### config.mk
export PLATFORM = sky130hd
export DESIGN_NAME = stream_packer_flat
export DESIGN_NICKNAME = d
export VERILOG_FILES = /design/src/rtl/stream_packer_pkg.sv /design/src/rtl/stream_packer_if.sv /design/src/rtl/stream_packer.sv /design/src/flat_wrapper.sv
export SDC_FILE = /design/constraint.sdc
export NUM_CORES = 1
export LEC_CHECK = 0
export CAP_MARGIN = 10
export CORE_UTILIZATION = 38
export CTS_BUF_LIST = sky130_fd_sc_hd__clkbuf_8
export CTS_CLUSTER_SIZE = 10
export DETAILED_ROUTE_END_ITERATION = 6
export PLACE_DENSITY = 0.76
export SETUP_SLACK_MARGIN = 0.1
export SLEW_MARGIN = 20
export SYNTH_ARGS = -nofsm -noshare
export SYNTH_HDL_FRONTEND = slang
export SYNTH_SLANG_ARGS = --single-unit
### constraint.sdc
create_clock -name clk -period 1.3 [get_ports clk]
set_input_delay 0.26 -clock clk [delete_from_list [all_inputs] [get_ports clk]]
set_output_delay 0.26 -clock clk [all_outputs]
set_load 0.03 [all_outputs]
### src/rtl/stream_packer_pkg.sv
// stream_packer_pkg
//   Shared definitions for the stream packer and neighbouring wide-port blocks:
//   packer state encodings and the lane-offset helper.
//   No ports (package).
package stream_packer_pkg;

    typedef logic [0:0] state_t;

    // Encodings stay fixed so they match the existing fifo-side blocks.
    localparam state_t ST_FILL = 1'b0;
    localparam state_t ST_HOLD = 1'b1;

    // Bit offset of lane 'lane' in a packed word of 'width'-bit lanes.
    function automatic int unsigned lane_lsb(input int unsigned lane, input int unsigned width);
        return lane * width;
    endfunction

endpackage

### src/rtl/stream_packer_if.sv
// stream_packer_if
//   Bundles the narrow input stream and the packed output stream of the packer.
//   Signals:
//     data_i / data_i_valid / data_i_last / data_i_ready   narrow word stream
//     data_o / data_o_mask / data_o_last / data_o_valid / data_o_ready   packed stream
//   Modports:
//     slave   the packer (consumes data_i, produces data_o)
//     master  the environment (produces data_i, consumes data_o)
interface stream_packer_if #(
    parameter int unsigned DATA_WIDTH = 32,
    parameter int unsigned PACK_RATIO = 4
);
    import stream_packer_pkg::*;

    localparam int unsigned OUT_WIDTH = DATA_WIDTH * PACK_RATIO;

    logic [DATA_WIDTH-1:0] data_i;
    logic                  data_i_valid;
    logic                  data_i_ready;
    logic                  data_i_last;
    logic [OUT_WIDTH-1:0]  data_o;
    logic [PACK_RATIO-1:0] data_o_mask;
    logic                  data_o_last;
    logic                  data_o_valid;
    logic                  data_o_ready;

    modport slave (
        input  data_i, data_i_valid, data_i_last, data_o_ready,
        output data_i_ready, data_o, data_o_mask, data_o_last, data_o_valid
    );

    modport master (
        output data_i, data_i_valid, data_i_last, data_o_ready,
        input  data_i_ready, data_o, data_o_mask, data_o_last, data_o_valid
    );

endinterface

### src/rtl/stream_packer.sv
// stream_packer
//   Packs PACK_RATIO consecutive narrow words into one wide word with a lane
//   mask. A packet is closed early when data_i_last is accepted. Sustains one
//   input word per cycle, including the cycle in which a full packet drains.
//   Ports:
//     clk        clock, rising edge
//     nreset_i   asynchronous, active-low reset
//     bus        stream_packer_if.slave (narrow input stream, packed output stream)
module stream_packer #(
    parameter int unsigned DATA_WIDTH = 32,
    parameter int unsigned PACK_RATIO = 4
) (
    input  logic            clk,
    input  logic            nreset_i,
    stream_packer_if.slave  bus
);
    import stream_packer_pkg::*;

    localparam int unsigned OUT_WIDTH = DATA_WIDTH * PACK_RATIO;
    localparam int unsigned CNT_WIDTH = $clog2(PACK_RATIO);
    localparam logic [CNT_WIDTH-1:0] LAST_LANE = CNT_WIDTH'(PACK_RATIO - 1);

    state_t                state_q, state_n;
    logic [CNT_WIDTH-1:0]  cnt_q, cnt_n;
    logic [OUT_WIDTH-1:0]  data_q, data_n;
    logic [PACK_RATIO-1:0] mask_q, mask_n;
    logic                  last_q, last_n;
    logic [PACK_RATIO-1:0] lane_we;
    logic                  out_valid;
    logic                  accept;
    logic                  drain;

    assign out_valid = (state_q == ST_HOLD);

    assign bus.data_i_ready = ~out_valid | bus.data_o_ready;
    assign accept           = bus.data_i_valid & bus.data_i_ready;
    assign drain            = out_valid & bus.data_o_ready;

    // cnt is always 0 in HOLD, so the same decode picks lane 0 for a word
    // accepted in the drain cycle.
    for (genvar k = 0; k < PACK_RATIO; k++) begin : g_lane_we
        assign lane_we[k] = accept & (cnt_q == CNT_WIDTH'(k));
    end

    always_comb begin
        state_n = state_q;
        cnt_n   = cnt_q;
        last_n  = last_q;
        data_n  = data_q;
        mask_n  = mask_q;

        // A drain clears every lane; a lane written in the same cycle wins.
        for (int unsigned k = 0; k < PACK_RATIO; k++) begin
            if (lane_we[k]) begin
                data_n[lane_lsb(k, DATA_WIDTH) +: DATA_WIDTH] = bus.data_i;
                mask_n[k] = 1'b1;
            end else if (drain) begin
                data_n[lane_lsb(k, DATA_WIDTH) +: DATA_WIDTH] = '0;
                mask_n[k] = 1'b0;
            end
        end

        case (state_q)
            ST_FILL: begin
                if (accept) begin
                    if (cnt_q == LAST_LANE || bus.data_i_last) begin
                        state_n = ST_HOLD;
                        last_n  = bus.data_i_last;
                        cnt_n   = '0;
                    end else begin
                        cnt_n = cnt_q + CNT_WIDTH'(1);
                    end
                end
            end
            ST_HOLD: begin
                if (drain) begin
                    if (accept && bus.data_i_last) begin
                        // Single-word packet closed in the drain cycle.
                        state_n = ST_HOLD;
                        last_n  = 1'b1;
                        cnt_n   = '0;
                    end else if (accept) begin
                        state_n = ST_FILL;
                        last_n  = 1'b0;
                        cnt_n   = CNT_WIDTH'(1);
                    end else begin
                        state_n = ST_FILL;
                        last_n  = 1'b0;
                        cnt_n   = '0;
                    end
                end
            end
            default: begin
                state_n = ST_FILL;
            end
        endcase
    end

    always_ff @(posedge clk or negedge nreset_i) begin
        if (!nreset_i) begin
            state_q <= ST_FILL;
            cnt_q   <= '0;
            data_q  <= '0;
            mask_q  <= '0;
            last_q  <= 1'b0;
        end else begin
            state_q <= state_n;
            cnt_q   <= cnt_n;
            data_q  <= data_n;
            mask_q  <= mask_n;
            last_q  <= last_n;
        end
    end

    assign bus.data_o       = data_q;
    assign bus.data_o_mask  = mask_q;
    assign bus.data_o_last  = last_q;
    assign bus.data_o_valid = out_valid;

endmodule

### src/flat_wrapper.sv
// flat-port wrapper written by rule: the top's interface ports become plain ports
module stream_packer_flat import stream_packer_pkg::*;
#(
    parameter int unsigned DATA_WIDTH = 32,
    parameter int unsigned PACK_RATIO = 4
)
  (clk, nreset_i, bus_data_i, bus_data_i_valid, bus_data_i_last, bus_data_o_ready, bus_data_i_ready, bus_data_o, bus_data_o_mask, bus_data_o_last, bus_data_o_valid);
  stream_packer_if #(.DATA_WIDTH(DATA_WIDTH), .PACK_RATIO(PACK_RATIO)) bus_i ();
  input  logic clk;
  input  logic nreset_i;
  input wire logic [$bits(bus_i.data_i)-1:0] bus_data_i;
  input wire logic [$bits(bus_i.data_i_valid)-1:0] bus_data_i_valid;
  input wire logic [$bits(bus_i.data_i_last)-1:0] bus_data_i_last;
  input wire logic [$bits(bus_i.data_o_ready)-1:0] bus_data_o_ready;
  output wire logic [$bits(bus_i.data_i_ready)-1:0] bus_data_i_ready;
  output wire logic [$bits(bus_i.data_o)-1:0] bus_data_o;
  output wire logic [$bits(bus_i.data_o_mask)-1:0] bus_data_o_mask;
  output wire logic [$bits(bus_i.data_o_last)-1:0] bus_data_o_last;
  output wire logic [$bits(bus_i.data_o_valid)-1:0] bus_data_o_valid;
  assign bus_i.data_i = bus_data_i;
  assign bus_i.data_i_valid = bus_data_i_valid;
  assign bus_i.data_i_last = bus_data_i_last;
  assign bus_i.data_o_ready = bus_data_o_ready;
  assign bus_data_i_ready = bus_i.data_i_ready;
  assign bus_data_o = bus_i.data_o;
  assign bus_data_o_mask = bus_i.data_o_mask;
  assign bus_data_o_last = bus_i.data_o_last;
  assign bus_data_o_valid = bus_i.data_o_valid;
  stream_packer #(.DATA_WIDTH(DATA_WIDTH), .PACK_RATIO(PACK_RATIO)) u_core (.clk(clk), .nreset_i(nreset_i), .bus(bus_i));
endmodule
==> run_results.csv, run 1 <==
group,metric,value,unit
outcome,outcome,"finished with violations",
outcome,violations,"DRC, setup timing",
worst_setup_path,worst-path-stages,7,
floorplanning,io_pins,172,
finish,n_fill_cell,1061,
sta,period_needed,1.55,ns
finish,mostFrequentLayoutCell,"buf_6",
pwr,total_power,15.6,mW
yosys,syn_area_per_cell,11.8,sq um
routing,viasPerCell,4.82,
routing,drt-wirelength-per-cell,17.9,um
worst_setup_path,reg2reg_slack,-0.25,ns
worst_setup_path,critPathArrivalTime,1.90,ns
yosys,ys.warnings.count,0,
worst_setup_path,crit_chain,"and2b_4, clkinv_4, buf_6, and3_4, buf_6, buf_12, mux2i_1",
yosys,synth_seq_cells,136,
clocking,ctsHtreeMaxLevel,4,
clocking,root_buffer,"clkbuf_8",
sta,tightest_slew,0.397,ns
finish,area_delta_synth_final,67.4,%
clocking,clk_pin_slew_worst_paths,0.08,ns
yosys,synth_area,5780,sq um
worst_setup_path,cpMostUsedCell,"buf_6",
sta,maxSlewHeadroom,73.5,%
worst_setup_path,crit_family,"buffers and inverters",
global_routing,grt_pass1_wl,27300,um
hold_path,hp-class,"primary input to async pin",
finish,antennaDiodeCount,0,
finish,finalCoreUtilization,65.9,%
floorplanning,placementRows,44,
pwr,power_leakage,4.69,nW
place,gp_congestion,0.751,
global_routing,grt_pass1_vias,4968,
routing,drc_errors,15,
sta,holdWs,0.292,ns
sta,drv_slew,0,
global_routing,antenna_found_initial,0,
pwr,ir_worst_vdd,0.726,mV
worst_setup_path,critPathMaxStageDelay,0.41,ns
worst_setup_path,critPathCapture,"u_core.bus.data_o[122]$_DFFE_PN0P_",
finish,stdcell_area,9680,sq um
sta,setup_violations,135,
worst_setup_path,slowest_stage,"dfrtp_2",
finish,layout_common_cells,"142 x buf_6, 135 x dfrtp_1, 130 x nand2_1",
global_routing,grt_max_degree,47,
routing,vias,4666,
worst_setup_path,path_max_fanout,7,
clocking,cts_tree,"yes",
floorplanning,die_width,125,um
sta,hold_viol,0,
place,port_buffers,171,
worst_setup_path,r2r_end,"u_core.bus.data_o[122]$_DFFE_PN0P_",
finish,final_nets,814,
finish,drive_gt1_share,40.0,%
worst_setup_path,crit_type,"flop to flop",
sta,fin_skew,0.00704,ns
sta,rsz0062_at_grt,"true",
routing,antenna_left,0,
worst_setup_path,cp.required,1.65,ns
flow_run,drv_cap,0,
yosys,syn-num-nets,530,
worst_setup_path,endpoint_kind,"flop",
clocking,clk_latency,0.44,ns
global_routing,grt_usage,22.8,%
sta,fmax,643,MHz
worst_setup_path,path_buf_inv,4,
sta,period_share,120,%
floorplanning,core,14700,sq um
floorplanning,dieArea,15700,sq um
yosys,syn-instance-count,489,
clocking,numCtsBuffers,17,
place,hpwlAfterDp,10400,um
yosys,ys_types,22,
routing,drtIter0Drc,253,
pwr,powerDensity,1610,nW/um^2
clocking,clockBufferDepth,2,
sta,final.setup.worst_slack,-0.254,ns
clocking,clock_sinks,136,
routing,drt-pass1-iter-count,7,
global_routing,grt-ovfl-total,0,
worst_setup_path,r2r-start,"u_core.bus.data_o_valid$_DFF_PN0_",
routing,totalWireLength,17400,um
place,detailed_place.area,7890,sq um
worst_setup_path,crit_path_start,"u_core.bus.data_o_valid$_DFF_PN0_",
worst_setup_path,reg2reg_depth,7,
worst_setup_path,critPathLaunchType,"flop",
floorplanning,fp.dieH,125,um
floorplanning,initial_utilization,39.3,%
yosys,yosysSeqAreaShare,58.8,%
==> final cells by class <==
type	count	area (sq um)	share of cell area, %
clock buffer	18	248	2.56
multi-input combinational	286	2070	21.4
clock inverter	13	178	1.83
inverter	35	136	1.41
timing repair buffer	297	3420	35.3
tap	184	230	2.38
sequential	136	3400	35.2
==> routing by layer <==
| layer | vias up | GRT usage (%) | part of all wire, % |
|---|---|---|---|
| li1 | 2158 | - | - |
| met1 | 2352 | 28.3 | 41 |
| met2 | 141 | 39.9 | 53 |
| met3 | 15 | 5.35 | 4.9 |
| met4 | 0 | 5.81 | 0.93 |
| met5 | - | 0 | 0 |
==> sequential cells by signal, indices dropped and copies added (netlist names) <==
| register | cells |
|---|---|
| u_core.bus.data_o_mask | 4 |
| u_core.bus.data_o | 128 |
| u_core.bus.data_o_valid | 1 |
| u_core.bus.data_o_last | 1 |
| u_core.cnt_q | 2 |
==> synthesized netlist by cell type <==
| cell type | instances | area (sq um) |
|---|---|---|
| a21oi_1 | 1 | 5.00 |
| nor2_1 | 1 | 3.75 |
| ha_1 | 4 | 50.1 |
| buf_6 | 17 | 191 |
| and3_4 | 4 | 45.0 |
| inv_1 | 34 | 128 |
| clkbuf_1 | 12 | 45.0 |
| nand4bb_1 | 1 | 11.3 |
| nand2_1 | 131 | 492 |
| o21ai_0 | 6 | 30.0 |
| dfrtp_1 | 136 | 3400 |
| and3b_1 | 1 | 8.76 |
| and2b_4 | 1 | 10.0 |
| clkbuf_2 | 1 | 5.00 |
| mux2i_1 | 128 | 1280 |
| buf_2 | 2 | 10.0 |
| o22a_1 | 1 | 8.76 |
| inv_2 | 1 | 3.75 |
| or4b_1 | 1 | 10.0 |
| nand3_1 | 1 | 5.00 |
| nor2b_1 | 1 | 6.26 |
| a21o_1 | 4 | 30.0 |
==> how the worst min path moves through the flow <==
| stage | end | slack, ns | cells past startpoint |
|---|---|---|---|
| 3_3_place_gp | u_core.bus.data_o[47]$_DFFE_PN0P_ | 0.20 | 1 |
| 3_5_place_dp | u_core.bus.data_o[48]$_DFFE_PN0P_ | 0.20 | 1 |
| 5_1_grt | u_core.bus.data_o[48]$_DFFE_PN0P_ | 0.30 | 2 |
| 2_1_floorplan | u_core.bus.data_o[0]$_DFFE_PN0P_ | -0.04 | 0 |
| 6_report | u_core.bus.data_o[48]$_DFFE_PN0P_ | 0.29 | 2 |
| 4_1_cts | u_core.bus.data_o[10]$_DFFE_PN0P_ | 0.28 | 2 |
==> per-stage QoR <==
step / setup WS [ns] / std cells / TNS (ns)
4_1_cts: -0.280 / 935 / -26.75
3_5_place_dp: -0.463 / 842 / -53.64
2_1_floorplan: -0.285 / 489 / -35.04
3_3_place_gp: -0.397 / 842 / -49.29
5_1_grt: -0.325 / 969 / -31.92
6_report: -0.254 / 969 / -24.22
==> cell families (layout without fill, tap and decap cells) <==
logic type                 Yosys count  count (layout)  share of synthesized area, %
muxes                              128             128                          22.2
and+or+nand+nor                    142             142                          10.2
AOI/OAI and AO/OA                   12              12                          1.28
adders and majority gates            4               4                         0.865
buffers and inverters               67             363                          6.62
DFF                                136             136                          58.8
==> power by group <==
group          internal (mW)  switching [mW]  leakage [nW]  total, mW
clock                   2.12            1.63         0.214       3.75
combinational           3.08            3.09          2.67       6.17
sequential              5.01           0.670          1.80       5.68
==> what timing repair did <==
action                                  in CTS  in global routing
setup buffers                               51                 38
hold buffers                                 1                  0
pin swaps                                    6                  8
hold endpoints to repair                    19                  0
cloned                                      11                  0
resized for setup                          595                 36
endpoints found under the setup margin     270                271
Power figures use the tool's default switching activity.
==> run 2, diff against run 1 <==
Settings changed: ABC_AREA set to 1, PLACE_DENSITY 0.76 to 0.77.
==> run_results.csv, run 2 <==
group,metric,value,unit
finish,largest_reg_flops,128,
floorplanning,core,14000,sq um
sta,setup_violations,120,
clocking,clockBufferDepth,2,
finish,area_delta_synth_final,95.3,%
yosys,yosysSeqAreaShare,61.7,%
sta,period_share,111,%
floorplanning,dieArea,15000,sq um
routing,drtIter0Drc,398,
sta,tns,-9.30,ns
worst_setup_path,critPathArrivalTime,1.78,ns
yosys,synth_area_leaders,"dfrtp_1 62%, nand2_1 19%, nand3_1 12%, buf_2 1.8%, buf_4 1.6%",
global_routing,antenna_found_initial,0,
sta,maxSlewHeadroom,75.7,%
pwr,powerDensity,2150,nW/um^2
routing,drc_errors,0,
pwr,ir_worst_vdd,1.36,mV
sta,final.setup.worst_slack,-0.149,ns
routing,totalWireLength,22900,um
sta,hold_viol,0,
yosys,synth_top_area_share,61.7,%
global_routing,grt_pass1_vias,5453,
clocking,cts_tree,"yes",
finish,stdcell_area,10800,sq um
worst_setup_path,critPathLaunchType,"flop",
yosys,synth_seq_cells,136,
routing,drt-wirelength-per-cell,20.8,um
finish,seq_area,3410,sq um
clocking,numCtsBuffers,17,
clocking,clk_latency,0.46,ns
finish,drive_gt1_share,54.9,%
yosys,syn_area_per_cell,9.09,sq um
place,place_inst,955,
floorplanning,placementRows,43,
routing,antenna_left,0,
yosys,ys.flop_type,"dfrtp_1",
sta,tightest_slew,0.364,ns
yosys,syn-num-nets,648,
floorplanning,initial_utilization,39.3,%
global_routing,grt_usage,27.3,%
floorplanning,io_pins,172,
floorplanning,fp.dieH,122,um
finish,mostFrequentLayoutCell,"nand2_1",
clocking,clk_pin_slew_worst_paths,0.08,ns
finish,layoutNonFillerInstCount,1102,
sta,holdWs,0.264,ns
outcome,outcome,"finished with violations",
floorplanning,die_width,122,um
yosys,synth_area,5520,sq um
sta,rsz0062_at_grt,"true",
global_routing,grt-ovfl-total,0,
hold_path,hp-class,"primary input to async pin",
finish,n_fill_cell,836,
sta,fin_skew,0.0230,ns
yosys,ys_types,14,
place,hpwlAfterDp,11500,um
place,detailed_place.area,7880,sq um
place,gp_congestion,0.833,
yosys,synth_most_common_cell,"nand2_1",
finish,layout_common_cells,"150 x nand2_1, 133 x dfrtp_1, 125 x buf_6",
yosys,yosys.area.top_type,"dfrtp_1",
yosys,synth_common_cells,"274 x nand2_1, 136 x dfrtp_1, 133 x nand3_1",
worst_setup_path,endpoint_kind,"flop",
clocking,clock_sinks,136,
sta,period_needed,1.45,ns
place,port_buffers,171,
global_routing,grt_pass1_wl,30200,um
yosys,async_flop_share,100,%
worst_setup_path,crit_type,"flop to flop",
clocking,root_buffer,"clkbuf_8",
finish,multi_input_area,2670,sq um
outcome,violations,"setup timing",
routing,viasPerCell,5.32,
yosys,syn-instance-count,607,
finish,final_nets,950,
pwr,total_power,23.2,mW
yosys,ys.warnings.count,0,
place,place_ws,-0.280,ns
worst_setup_path,cp.required,1.63,ns
sta,drv_slew,0,
clocking,ctsHtreeMaxLevel,4,
pwr,power_leakage,5.66,nW
worst_setup_path,path_max_fanout,5,
yosys,synth_edf_count,0,
global_routing,grt_max_degree,46,
finish,finalCoreUtilization,76.7,%
routing,vias,5868,
sta,fmax,690,MHz
flow_run,drv_cap,0,
routing,drt-pass1-iter-count,4,
finish,antennaDiodeCount,0,
run 2: cell count changes in the layout (fill, tap and decap cells not counted), moves of 27 or more:
cell	before	now
nand2_4	1	32
mux2i_1	120	0
nand2_2	0	92
inv_1	33	6
nand3_2	0	40
nand3_1	1	88
run 2: kinds of logic (layout without fill, tap and decap cells):
group	after synthesis	after routing	share of synthesized area, %
AND/OR/NAND/NOR	417	417	32.7
buffers and inverters	50	365	4.67
flip-flops	136	136	61.7
adder cells (fa/ha/maj)	4	4	0.907
run 2: worst paths after layout:
path	startpoint	end	slack [ns]	depth (start not counted)
max in group asynchronous	nreset_i	u_core.bus.data_o_valid$_DFF_PN0_	0.50	3
setup reg to reg	u_core.cnt_q[0]$_DFFE_PN0P_	u_core.bus.data_o[25]$_DFFE_PN0P_	-0.15	9
min in group clk	bus_data_i[30]	u_core.bus.data_o[62]$_DFFE_PN0P_	0.48	3
setup / recovery	u_core.cnt_q[0]$_DFFE_PN0P_	u_core.bus.data_o[25]$_DFFE_PN0P_	-0.15	9
hold reg to reg	u_core.bus.data_o[30]$_DFFE_PN0P_	u_core.bus.data_o[30]$_DFFE_PN0P_	0.53	2
hold / removal	nreset_i	u_core.bus.data_o[62]$_DFFE_PN0P_	0.26	2
run 2: critical path, cell delays in order, from the launching register on:
cell     delay [ns]
dfrtp_2        0.47
inv_4          0.07
ha_4           0.17
nand3_4        0.09
inv_6          0.04
buf_12         0.12
buf_12         0.12
buf_12         0.14
nand2_2        0.05
nand2_1        0.05
run 2: final cells by class:
| type | count | share of cell area, % |
|---|---|---|
| multi-input combinational | 421 | 24.8 |
| clock buffer | 17 | 2.17 |
| clock inverter | 15 | 2.17 |
| timing repair buffer | 322 | 36.5 |
| sequential | 136 | 31.6 |
| inverter | 11 | 0.662 |
| tap | 180 | 2.09 |
run 2: timing repair:
| action | 4_1_cts | 5_1_grt |
|---|---|---|
| resized for setup | 592 | 196 |
| buffers inserted | 59 | 46 |
| endpoints found under the hold margin | 52 | 0 |
| cloned | 10 | 9 |
| hold buffers | 1 | 0 |
| setup endpoints to repair | 264 | 269 |
| pin swaps | 37 | 72 |
run 2: per-layer routing:
layer / GRT usage (%) / routed length (um) / vias to the layer above
met2: 45.1 / 11900 / 310
met1: 33.0 / 8420 / 2916
met3: 8.22 / 1630 / 83
met4: 12.0 / 915 / 0
li1: - / - / 2559
met5: 0 / 0 / -
run 2: power by group:
group          internal, mW  switching [mW]
Clock                  2.45            1.71
Sequential             5.59            1.30
Combinational          5.92            6.18
Total                  14.0            9.19
==> run 3, diff against run 2 <==
Settings changed: ABC_CLOCK_PERIOD_IN_PS set to 1300.
==> results of run 3 <==
The final DEF is identical to that of run 2; final timing and power are the same.
